==> config.mk <==
export PLATFORM = sky130hd
export DESIGN_NAME = tree_layer2_merge
export DESIGN_NICKNAME = d
export VERILOG_FILES = /design/src/rtl/tree_layer2_merge.sv
export SDC_FILE = /design/constraint.sdc
export NUM_CORES = 1
export LEC_CHECK = 0
export ABC_AREA = 1
export CORE_MARGIN = 2
export CORE_UTILIZATION = 52
export DETAILED_ROUTE_END_ITERATION = 10
export HOLD_SLACK_MARGIN = 0.12
export PLACE_DENSITY = 0.79
export SYNTH_ARGS = -nofsm -noshare
export SYNTH_HDL_FRONTEND = slang
export SYNTH_SLANG_ARGS = --single-unit
==> constraint.sdc <==
create_clock -name Clk -period 2.9 [get_ports Clk]
set_input_delay 0.29 -clock Clk [delete_from_list [all_inputs] [get_ports Clk]]
set_output_delay 0.29 -clock Clk [all_outputs]
set_load 0.05 [all_outputs]
==> src/rtl/tree_layer2_merge.sv <==
// tree_layer2_merge: groups CHILD layer-1 counters into one layer-2 node, writes its low field to RAM and forwards the residual.
// Ports:
//   Clk, Reset          clock and synchronous active-high reset
//   In_Valid/In_Counter full 32-bit counter from layer 1, In_Last marks the frame's last counter
//   Ram_Wr_En/Addr/Data layer-2 RAM write port, one pulse per closed group
//   Out_Valid/Next_Counter residual (max >> L2_BITS) handed to layer 3, coincident with the write
//   Ovf_Count           saturating count of groups with a nonzero residual
//   Done                frame complete, held until Reset
module tree_layer2_merge #(
   parameter int NUM_COUNTER = 10,
   parameter int NUM_SLICE   = 3,
   parameter int CHILD       = 3,
   parameter int L1_BITS     = 3,
   parameter int L2_BITS     = 8,
   parameter int ADDR_W      = 7
) (
   input  logic               Clk,
   input  logic               Reset,
   input  logic               In_Valid,
   input  logic [31:0]        In_Counter,
   input  logic               In_Last,
   output logic               Ram_Wr_En,
   output logic [ADDR_W-1:0]  Ram_Addr,
   output logic [L2_BITS-1:0] Ram_Data,
   output logic               Out_Valid,
   output logic [31:0]        Next_Counter,
   output logic [15:0]        Ovf_Count,
   output logic               Done
);
   localparam int NUM_GROUP = (NUM_COUNTER * NUM_SLICE + CHILD - 1) / CHILD;
   localparam int CW = $clog2(CHILD + 1);
   typedef enum logic {S_ACC, S_DONE} state_t;
   state_t             state_q, state_d;
   logic [CW-1:0]      cnt_q, cnt_d;
   logic [ADDR_W-1:0]  grp_q, grp_d, addr_q, addr_d;
   logic [31:0]        max_q, max_d, next_q, next_d, hi, m_new;
   logic [L2_BITS-1:0] data_q, data_d;
   logic [15:0]        ovf_q, ovf_d;
   logic               wr_q, wr_d, take, close;
   always_comb begin
      hi      = In_Counter >> L1_BITS;
      take    = In_Valid && state_q == S_ACC;
      // first member of a group loads the max instead of comparing against a stale one
      m_new   = (cnt_q == '0 || hi > max_q) ? hi : max_q;
      close   = take && (In_Last || cnt_q == CW'(CHILD - 1));
      state_d = state_q;
      cnt_d   = cnt_q;
      grp_d   = grp_q;
      max_d   = max_q;
      addr_d  = addr_q;
      data_d  = data_q;
      next_d  = next_q;
      ovf_d   = ovf_q;
      wr_d    = 1'b0;
      if (take) begin
         max_d = m_new;
         cnt_d = close ? '0 : cnt_q + CW'(1);
      end
      if (close) begin
         wr_d    = 1'b1;
         addr_d  = grp_q;
         data_d  = m_new[L2_BITS-1:0];
         next_d  = m_new >> L2_BITS;
         grp_d   = grp_q + ADDR_W'(1);
         ovf_d   = (next_d != '0 && ovf_q != 16'hFFFF) ? ovf_q + 16'd1 : ovf_q;
         // the last legal address ends the frame, so the index never wraps
         state_d = (In_Last || grp_q == ADDR_W'(NUM_GROUP - 1)) ? S_DONE : S_ACC;
      end
   end
   always_ff @(posedge Clk) begin
      if (Reset) begin
         state_q <= S_ACC;
         cnt_q   <= '0;
         grp_q   <= '0;
         max_q   <= '0;
         addr_q  <= '0;
         data_q  <= '0;
         next_q  <= '0;
         ovf_q   <= '0;
         wr_q    <= 1'b0;
      end else begin
         state_q <= state_d;
         cnt_q   <= cnt_d;
         grp_q   <= grp_d;
         max_q   <= max_d;
         addr_q  <= addr_d;
         data_q  <= data_d;
         next_q  <= next_d;
         ovf_q   <= ovf_d;
         wr_q    <= wr_d;
      end
   end
   assign Ram_Wr_En    = wr_q;
   assign Out_Valid    = wr_q;
   assign Ram_Addr     = addr_q;
   assign Ram_Data     = data_q;
   assign Next_Counter = next_q;
   assign Ovf_Count    = ovf_q;
   assign Done         = state_q == S_DONE;
endmodule
==> results.toml, run 1 <==
[status]
status = "finished, final reports clean"

[place]
dp_hpwl_um = 9820
post-place-ws_ns = -0.277
numPortBuffers = 90
place.gp.congestion = 0.869

[pwr]
swShare = 0.323
p_sw_uw = 1140
clockPowerShare = 0.303
p_int_uw = 2380
pwr_density_cell_nw_per_um2 = 497
p_seq_frac = 0.422
ir_drop_mv = 0.307
p_comb_frac = 0.275
leakagePower_uw = 0.00301

[timing]
layout_min_cycle_time_ns = 2.83
rsz0062_at_grt = "true"
slew_violations = 0
fmax_mhz = 353
timing.clock.skew_ns = 0.0119
slew_headroom = 0.599
fin_crit_sh = 0.977
worst_slew_pin_slew_ns = 0.599
setup_viol = 0
final-hold-violation-count = 0
setup_ws_ns = 0.0659

[route]
via_per_inst = 5.25
ant_nets = 0
drt-pass1-iter-count = 5
first_iter_violations = 243
dr_total_vias = 5356
wire_per_inst_um = 13.7
drc_errors = 0
totalWireLength_um = 14000

[clocking]
cts_buffers = 9
clock_sinks = 98
clockBufferDepth = 2
cts_tree = "built"
cts_root_buffer = "clkbuf_8"
clkLatencyLatePin_ns = 0.37
htree_num_levels = 3
path_clk_slew_ns = 0.10

[floorplan]
core_um2 = 9820
start_util = 0.538
die_h_um = 105
ios = 102
dieArea_um2 = 11000
dieWidth_um = 105
rows = 36

[logic_synthesis]
synthTopCellsByArea = "dfxtp_1, nand2_1, ha_1"
ys_seq_area_frac = 0.371
yosysTopAreaCellShare = 0.371
synthCells = 751
synth_area_leader_cell = "dfxtp_1"
synth_edf_count = 0
synthFlopType = "dfxtp_1"
synth_seq_cells = 98
syn_area_um2 = 5290
yosys_warnings = 0
synth-async-reset-ratio = 0
yosysUniqueCellTypes = 35
avgSynthCellArea_um2 = 7.04

[worst_setup_path]
r2r_slack_ns = 0.09
crit_chain = "clkdlybuf4s50_1 > ha_1 > nand2_1 > nor2_1 > nand4_1 > nor2_1 > nand2_1 > nand2_4 > nand2_4 > o21ai_2 > nand3_2 > nor2_2 > nand3_2 > buf_12 > nand3_2 > nand2_1 > clkinv_1 > nor2_2"
r2r-start = "max_q[7]$_SDFFE_PP0P_"
rr_worst_depth = 18
crit_buf_inv = 3
crit_path_top_delay_cell = "clkdlybuf4s50_1"
r2r-end = "Ovf_Count[2]$_SDFFE_PP0P_"
cpPeakStageDelay_ns = 0.46
start_kind = "primary input"
critPathTopFamily = "simple AND/OR/NAND/NOR gates"
required_ns = 3.17
cp.arrival_ns = 3.11
worstSetupEndpointType = "flop"
critPathMaxFanout = 30
criticalPathCategory = "primary input to flop"

[cells_and_area]
most-common-layout-cells = "nand2_1, dfxtp_1, inv_1, clkdlybuf4s50_1, buf_4"
fin_util = 0.721
nNetsFinal = 953
syn_to_final_growth_pct = 33.9
antenna_cells = 0
drive_gt1_frac = 0.161
mostFrequentLayoutCell = "nand2_1"

[global_route]
grt_overflow = 0
grt_util_met3 = 0.0268
grt_pass1_vias = 5099
grt_pass1_wl_um = 22900
grt_max_degree = 61
use_met2 = 0.444
busiest_layer = "met2"
antenna_found_initial = 0
grtUsageMet1 = 0.312
grt_usage = 0.252

[min_path]
holdPathEnd = "max_q[28]$_SDFFE_PP0P_"
min-delay-start = "In_Counter[31]"
hold_class = "primary input to flop"
hold_depth = 4

[job]
cap_violations = 0
power groups by stage:
stage	registers (uW)	logic (uW)	clock network [uW]
after detailed placement	1510	909	0
after global placement	1510	881	0
final	1490	968	1070
after floorplan	1650	435	0
after global routing	1500	1050	1130
after CTS	1480	917	1080
how the worst max path moves through the flow:
stage,from,end,cells past startpoint
final,In_Counter[10],Ovf_Count[2]$_SDFFE_PP0P_,18
after global routing,max_q[22]$_SDFFE_PP0P_,Ovf_Count[5]$_SDFFE_PP0P_,21
after detailed placement,In_Counter[26],Ovf_Count[4]$_SDFFE_PP0P_,21
after floorplan,max_q[27]$_SDFFE_PP0P_,Ovf_Count[0]$_SDFFE_PP0P_,18
after global placement,In_Counter[12],Ovf_Count[2]$_SDFFE_PP0P_,22
after CTS,max_q[23]$_SDFFE_PP0P_,Ovf_Count[4]$_SDFFE_PP0P_,20
layout make-up:
class                   count  area [um2]
well taps                 133         166
clock inverters             6         113
flip-flops and latches     98        1970
multi-input cells         503        2810
inverters                 112         420
fillers                   790        2740
clock buffers              10         128
repair buffers            159        1470
tightest hold or removal path, cell delays in order:
cell and delay, ns:
dlymetal6s2s_1 0.17, buf_4 0.15, nor2_1 0.09, a211oi_1 0.05
registers in the layout (all words and copies together) (netlist names), 2 cells and up:
register and cells:
Ram_Addr 7, cnt_q 2, grp_q 7, max_q 32, Ram_Data 8, Ovf_Count 16, Next_Counter 24
cells in the mapped netlist, types with 5 or more instances:
| cell | count |
|---|---|
| nand4_1 | 19 |
| a211oi_1 | 9 |
| dfxtp_1 | 98 |
| buf_4 | 10 |
| nand2_1 | 146 |
| nor3_1 | 11 |
| nand3_1 | 48 |
| inv_1 | 92 |
| clkinv_1 | 17 |
| nor2_1 | 56 |
| a21oi_1 | 57 |
| a31oi_1 | 12 |
| nor4_1 | 5 |
| o211ai_1 | 10 |
| clkbuf_1 | 26 |
| nor2_2 | 18 |
| o21ai_0 | 52 |
| ha_1 | 34 |
| buf_6 | 5 |
cell families after synthesis:
kind of cell,share of synthesized area
AO/OA/AOI/OAI,0.150
adder cells (fa/ha/maj),0.0805
other,0.000709
XOR/XNOR,0.00166
buffers and inverters,0.127
AND/OR/NAND/NOR,0.269
flip-flops,0.371
per-stage QoR:
| step | setup TNS, ns | cells | area, um2 | power, uW | hold slack, ns |
|---|---|---|---|---|---|
| finish | 0 | 1021 | 7080 | 3520 | 0.408 |
| floorplan | 0 | 758 | 5310 | 2080 | 0.434 |
| global placement | -2.57 | 1003 | 6690 | 2390 | 0.451 |
| detailed placement | -5.68 | 1003 | 6690 | 2420 | 0.456 |
| CTS | 0 | 1019 | 6930 | 3480 | 0.471 |
| global route | -1.33 | 1021 | 7080 | 3670 | 0.426 |
routing by layer:
metal | routed length (um) | share of wire | up-vias
met1 | 6110 | 0.44 | 2476
met5 | 0 | 0 | -
met3 | 645 | 0.046 | 27
met2 | 6900 | 0.49 | 157
li1 | - | - | 2696
met4 | 335 | 0.024 | 0
what timing repair did:
item / in CTS / in global routing
hold buffers: 0 / 0
buffers inserted: 0 / 1
endpoints found under the setup margin: 0 / 32
resized for setup: 0 / 33
Power figures use the tool's default switching activity.
==> inputs of run 2 (changes only) <==
CORE_UTILIZATION = 40   (was 52)
PLACE_DENSITY = 0.63   (was 0.79)
==> run 2 against run 1 <==
  * Fmax shrank 2.1%
  * Register-to-register slack lost 0.05 ns
  * Setup slack got worse by 0.060 ns
  * Clock-buffer cell count rose by 1
  * Flip-flop and latch count stayed put
==> results.toml, run 2 (synthesis gave the netlist of run 1 again) <==
[status]
status = "finished, final reports clean"

[worst_setup_path]
criticalPathCategory = "primary input to flop"
r2r_slack_ns = 0.04
cp.arrival_ns = 3.15
crit_start = "In_Counter[28]"
rr_worst_depth = 20
start_kind = "primary input"
worstSetupEndpointType = "flop"
critPathMaxFanout = 15
r2r-start = "max_q[28]$_SDFFE_PP0P_"
required_ns = 3.16

[route]
via_per_inst = 5.01
totalWireLength_um = 14800
wire_per_inst_um = 13.7
ant_nets = 0
drt-pass1-iter-count = 5
dr_total_vias = 5418
first_iter_violations = 451
drc_errors = 0

[timing]
slew_violations = 0
timing.clock.skew_ns = 0.0100
final-hold-violation-count = 0
setup_viol = 0
rsz0062_at_grt = "true"
worst_slew_pin_slew_ns = 0.618
slew_headroom = 0.588
fmax_mhz = 346
fin_crit_sh = 0.998
layout_min_cycle_time_ns = 2.89

[pwr]
ir_drop_mv = 0.364
clockPowerShare = 0.328
leakagePower_uw = 0.00322
p_comb_frac = 0.279
pwr_density_cell_nw_per_um2 = 500
swShare = 0.324
p_seq_frac = 0.393
p_sw_uw = 1230
p_int_uw = 2560

[min_path]
hold_class = "primary input to flop"
hold_depth = 3
min-delay-start = "In_Counter[27]"

[clocking]
htree_num_levels = 3
path_clk_slew_ns = 0.07
cts_tree = "built"
cts_root_buffer = "clkbuf_16"
clock_sinks = 98
cts_buffers = 9
clockBufferDepth = 2
holdBufCountCts = 0
clkLatencyLatePin_ns = 0.35

[global_route]
grt_max_degree = 65
grt_overflow = 0
grt_pass1_wl_um = 23000
antenna_found_initial = 0
grt_pass1_vias = 5026
grt_usage = 0.198

[floorplan]
start_util = 0.404
die_h_um = 119
core_um2 = 13100
dieArea_um2 = 14200
ios = 102
dieWidth_um = 119
rows = 42

[cells_and_area]
antenna_cells = 0
fin_util = 0.579
max_flop_register = "max_q"
nNetsFinal = 970
syn_to_final_growth_pct = 43.4
largest_reg_flops = 32
most-common-layout-cells = "nand2_1, dfxtp_1, inv_1, clkdlybuf4s50_1, buf_4"
regArea_um2 = 1970
mostFrequentLayoutCell = "nand2_1"
finalNonFillerCells = 1081
multi_input_area_um2 = 2990
n_fill_cell = 1175
drive_gt1_frac = 0.211

[job]
cap_violations = 0

[place]
place.gp.congestion = 0.913
dp_cells = 1054
dp_hpwl_um = 10200
numPortBuffers = 90
run 2: cell count changes in the layout (fill, tap and decap cells not counted), moves of 8 or more:
cell,delta
buf_4,+12
clkbuf_16,+13
clkbuf_8,-8
nand2_1,-12
nand2_2,+8
nand3_1,-9
nand3_2,+8
run 2: repair_timing:
action / 4_1_cts / 5_1_grt
buffers inserted: 0 / 5
endpoints found under the setup margin: 3 / 35
cloned: 0 / 6
hold endpoints to repair: 0 / 0
gates resized for setup: 2 / 77
pin swaps: 0 / 20
run 2: per-stage QoR:
step / hold slack, ns / total power [uW] / setup TNS [ns] / area, um2 / worst slack [ns]
global route: 0.324 / 3980 / -3.20 / 7580 / -0.149
finish: 0.302 / 3790 / 0 / 7580 / 0.00572
global placement: 0.452 / 2410 / -5.67 / 6790 / -0.245
detailed placement: 0.459 / 2440 / -10.42 / 6790 / -0.401
floorplan: 0.434 / 2080 / 0 / 5310 / 0.458
CTS: 0.470 / 3680 / 0 / 7110 / 0.0305
run 2: layout make-up:
type                       count  share of cell area
clock inverter                 5             0.00809
tap                          176              0.0290
multi-input combinational    503               0.394
inverter                     112              0.0555
timing repair buffer         176               0.222
clock buffer                  11              0.0320
sequential                    98               0.260
run 2: critical path: stages:
cell and delay (ns):
clkdlybuf4s50_1 0.46, ha_1 0.32, nand2_1 0.09, nor4_4 0.26, and2b_1 0.21, nand2_2 0.10
nand2_8 0.15, nand2_8 0.10, buf_6 0.15, nand2_2 0.05, nand2_1 0.06, nor2_1 0.09
nand2_1 0.08, nor2_2 0.16, nand3_4 0.14, clkbuf_16 0.21, nand3_1 0.07, nand2_1 0.07
clkinv_1 0.05, nor2_2 0.03
run 2: worst paths after layout:
check	end
worst max register to register	Ovf_Count[5]$_SDFFE_PP0P_
worst max-delay path	Ovf_Count[5]$_SDFFE_PP0P_
worst min-delay path	max_q[24]$_SDFFE_PP0P_
worst min register to register	Ram_Data[1]$_SDFFE_PP0P_
run 2: power groups by stage:
| stage | combinational [uW] | clock [uW] | sequential, uW |
|---|---|---|---|
| final | 1060 | 1240 | 1490 |
| after global routing | 1150 | 1330 | 1500 |
| after CTS | 931 | 1270 | 1480 |
| after detailed placement | 922 | 0 | 1510 |
| after global placement | 905 | 0 | 1510 |
| after floorplan | 435 | 0 | 1650 |
run 2: metal layers:
metal / track usage / routed length, um / vias to the layer above
li1: - / - / 2735
met1: 0.251 / 6590 / 2500
met2: 0.337 / 7170 / 155
met3: 0.0340 / 686 / 28
met4: 0.0759 / 350 / 0
met5: 0 / 0 / -
==> inputs of run 3 (changes only) <==
clock period = 3.3 ns   (was 2.9 ns; I/O delays follow)
==> run 3 against run 2 <==
  * Sequential share of layout area up 3.4 points
  * Highest routed layer unchanged
  * Via count decreased by 6.0%
  * Global-route usage decreased by 0.56 points
  * First-iteration DRC count down 42%
  * Core utilization shrank 6.8 points
  * Non-clock buffer count decreased by 66
  * Largest cell class unchanged
  * Largest power group unchanged
==> results.toml, run 3 (synthesis gave the netlist of run 1 again) <==
[status]
status = "finished, final reports clean"

[floorplan]
core_um2 = 13100
dieWidth_um = 119
dieArea_um2 = 14200
die_h_um = 119
rows = 42
start_util = 0.404
ios = 102

[worst_setup_path]
crit_chain = "clkdlybuf4s50_1 > ha_1 > a21oi_1 > nand2_1 > a21oi_1 > nand2_1 > nand2_1 > nand2_2 > nand2_4 > nand2_8 > buf_4 > o21ai_1 > nor2_1 > nand2_1 > nor2_2 > nand3_2 > buf_12 > nand3_2 > nand2_1 > clkinv_1 > nor2_2"
worstSetupEndpointType = "flop"
crit_path_top_delay_cell = "clkdlybuf4s50_1"
critPathMaxFanout = 30
start_kind = "primary input"
rr_worst_depth = 23
critPathMostFrequentCell = "nand2_1"
required_ns = 3.59
cp.arrival_ns = 3.22
criticalPathCategory = "primary input to flop"
cpPeakStageDelay_ns = 0.49

[min_path]
hold_class = "flop to flop"
hold_depth = 2

[timing]
fmax_mhz = 341
rsz0062_at_grt = "false"
final-hold-violation-count = 0
slew_headroom = 0.625
worst_slew_pin_slew_ns = 0.562
timing.clock.skew_ns = 0.00866
setup_viol = 0
slew_violations = 0
tns_ns = 0
fin_crit_sh = 0.889
layout_min_cycle_time_ns = 2.93

[global_route]
antenna_found_initial = 0
grt_pass1_wl_um = 22100
grt_overflow = 0
grt_usage = 0.193
grt_pass1_vias = 4727
grt_max_degree = 61

[cells_and_area]
syn_to_final_growth_pct = 26.4
drive_gt1_frac = 0.0800
nNetsFinal = 903
finalNonFillerCells = 1014
fin_util = 0.511
antenna_cells = 0
max_flop_register = "max_q"
n_fill_cell = 1259
mostFrequentLayoutCell = "nand2_1"
largest_reg_flops = 32
most-common-layout-cells = "nand2_1, dfxtp_1, inv_1, clkdlybuf4s50_1"

[route]
totalWireLength_um = 13500
via_per_inst = 5.02
wire_per_inst_um = 13.3
drc_errors = 0
first_iter_violations = 261
ant_nets = 0
drt-pass1-iter-count = 5
dr_total_vias = 5094

[clocking]
clkLatencyLatePin_ns = 0.35
clock_sinks = 98
ctsResizeCount = 0
cts_setup_buffers = 0
cts_buffers = 9
clockBufferDepth = 2
cts_tree = "built"
path_clk_slew_ns = 0.07
cts_root_buffer = "clkbuf_16"
holdBufCountCts = 0
htree_num_levels = 3

[job]
cap_violations = 0

[place]
dp_hpwl_um = 9700
place.gp.congestion = 0.864
dp_cells = 998
numPortBuffers = 90

[pwr]
ir_drop_mv = 0.213
leakagePower_uw = 0.00276
pwr_density_cell_nw_per_um2 = 480
-- run 3: changes by cell type in the layout (fill, tap and decap cells not counted), moves of 12 or more --
cell,delta
buf_4,-58
nand2_1,+17
nand3_1,+14
nand2_2,-13
nand3_2,-12
-- run 3: cell type report --
type | instances | area, um2 | area share
clock inverters | 5 | 85.1 | 0.0127
flip-flops and latches | 98 | 1960 | 0.293
well taps | 176 | 220 | 0.0329
repair buffers | 110 | 1060 | 0.159
multi-input cells | 502 | 2690 | 0.403
clock buffers | 11 | 243 | 0.0363
inverters | 112 | 420 | 0.0629
-- run 3: worst max-delay path: cells and delay by family --
kind	cells	cell delay [ns]
and+or+nand+nor	13	1.02
buffers and inverters	4	0.93
AOI/OAI and AO/OA	3	0.57
adders and majority gates	1	0.36
-- run 3: stage by stage --
| stage | setup slack [ns] | hold WS, ns | instance area [um2] | total power [uW] |
|---|---|---|---|---|
| floorplan | 0.858 | 0.435 | 5310 | 1830 |
| global placement | 0.0823 | 0.451 | 6360 | 2050 |
| detailed placement | 0.00499 | 0.457 | 6360 | 2070 |
| CTS | 0.364 | 0.469 | 6690 | 3240 |
| global route | 0.0256 | 0.486 | 6690 | 3380 |
| finish | 0.366 | 0.469 | 6690 | 3210 |
-- run 3: power breakdown --
| part | switching (uW) | internal (uW) |
|---|---|---|
| clock network | 471 | 691 |
| registers | 43.1 | 1260 |
| logic | 486 | 257 |
| total | 1000 | 2210 |
-- run 3: metal layers --
| layer | GRT usage | share of wire |
|---|---|---|
| met5 | 0 | 0 |
| met4 | 0.0707 | 0.021 |
| met3 | 0.0398 | 0.048 |
| met2 | 0.324 | 0.48 |
| met1 | 0.244 | 0.45 |
-- run 3: final timing paths --
check                                                  to  slack (ns)                     start
worst min-delay path             Ram_Data[2]$_SDFFE_PP0P_        0.47  Ram_Data[2]$_SDFFE_PP0P_
worst min register to register   Ram_Data[2]$_SDFFE_PP0P_        0.47  Ram_Data[2]$_SDFFE_PP0P_
worst max-delay path            Ovf_Count[0]$_SDFFE_PP0P_        0.37            In_Counter[14]
worst max register to register  Ovf_Count[0]$_SDFFE_PP0P_        0.49    max_q[19]$_SDFFE_PP0P_
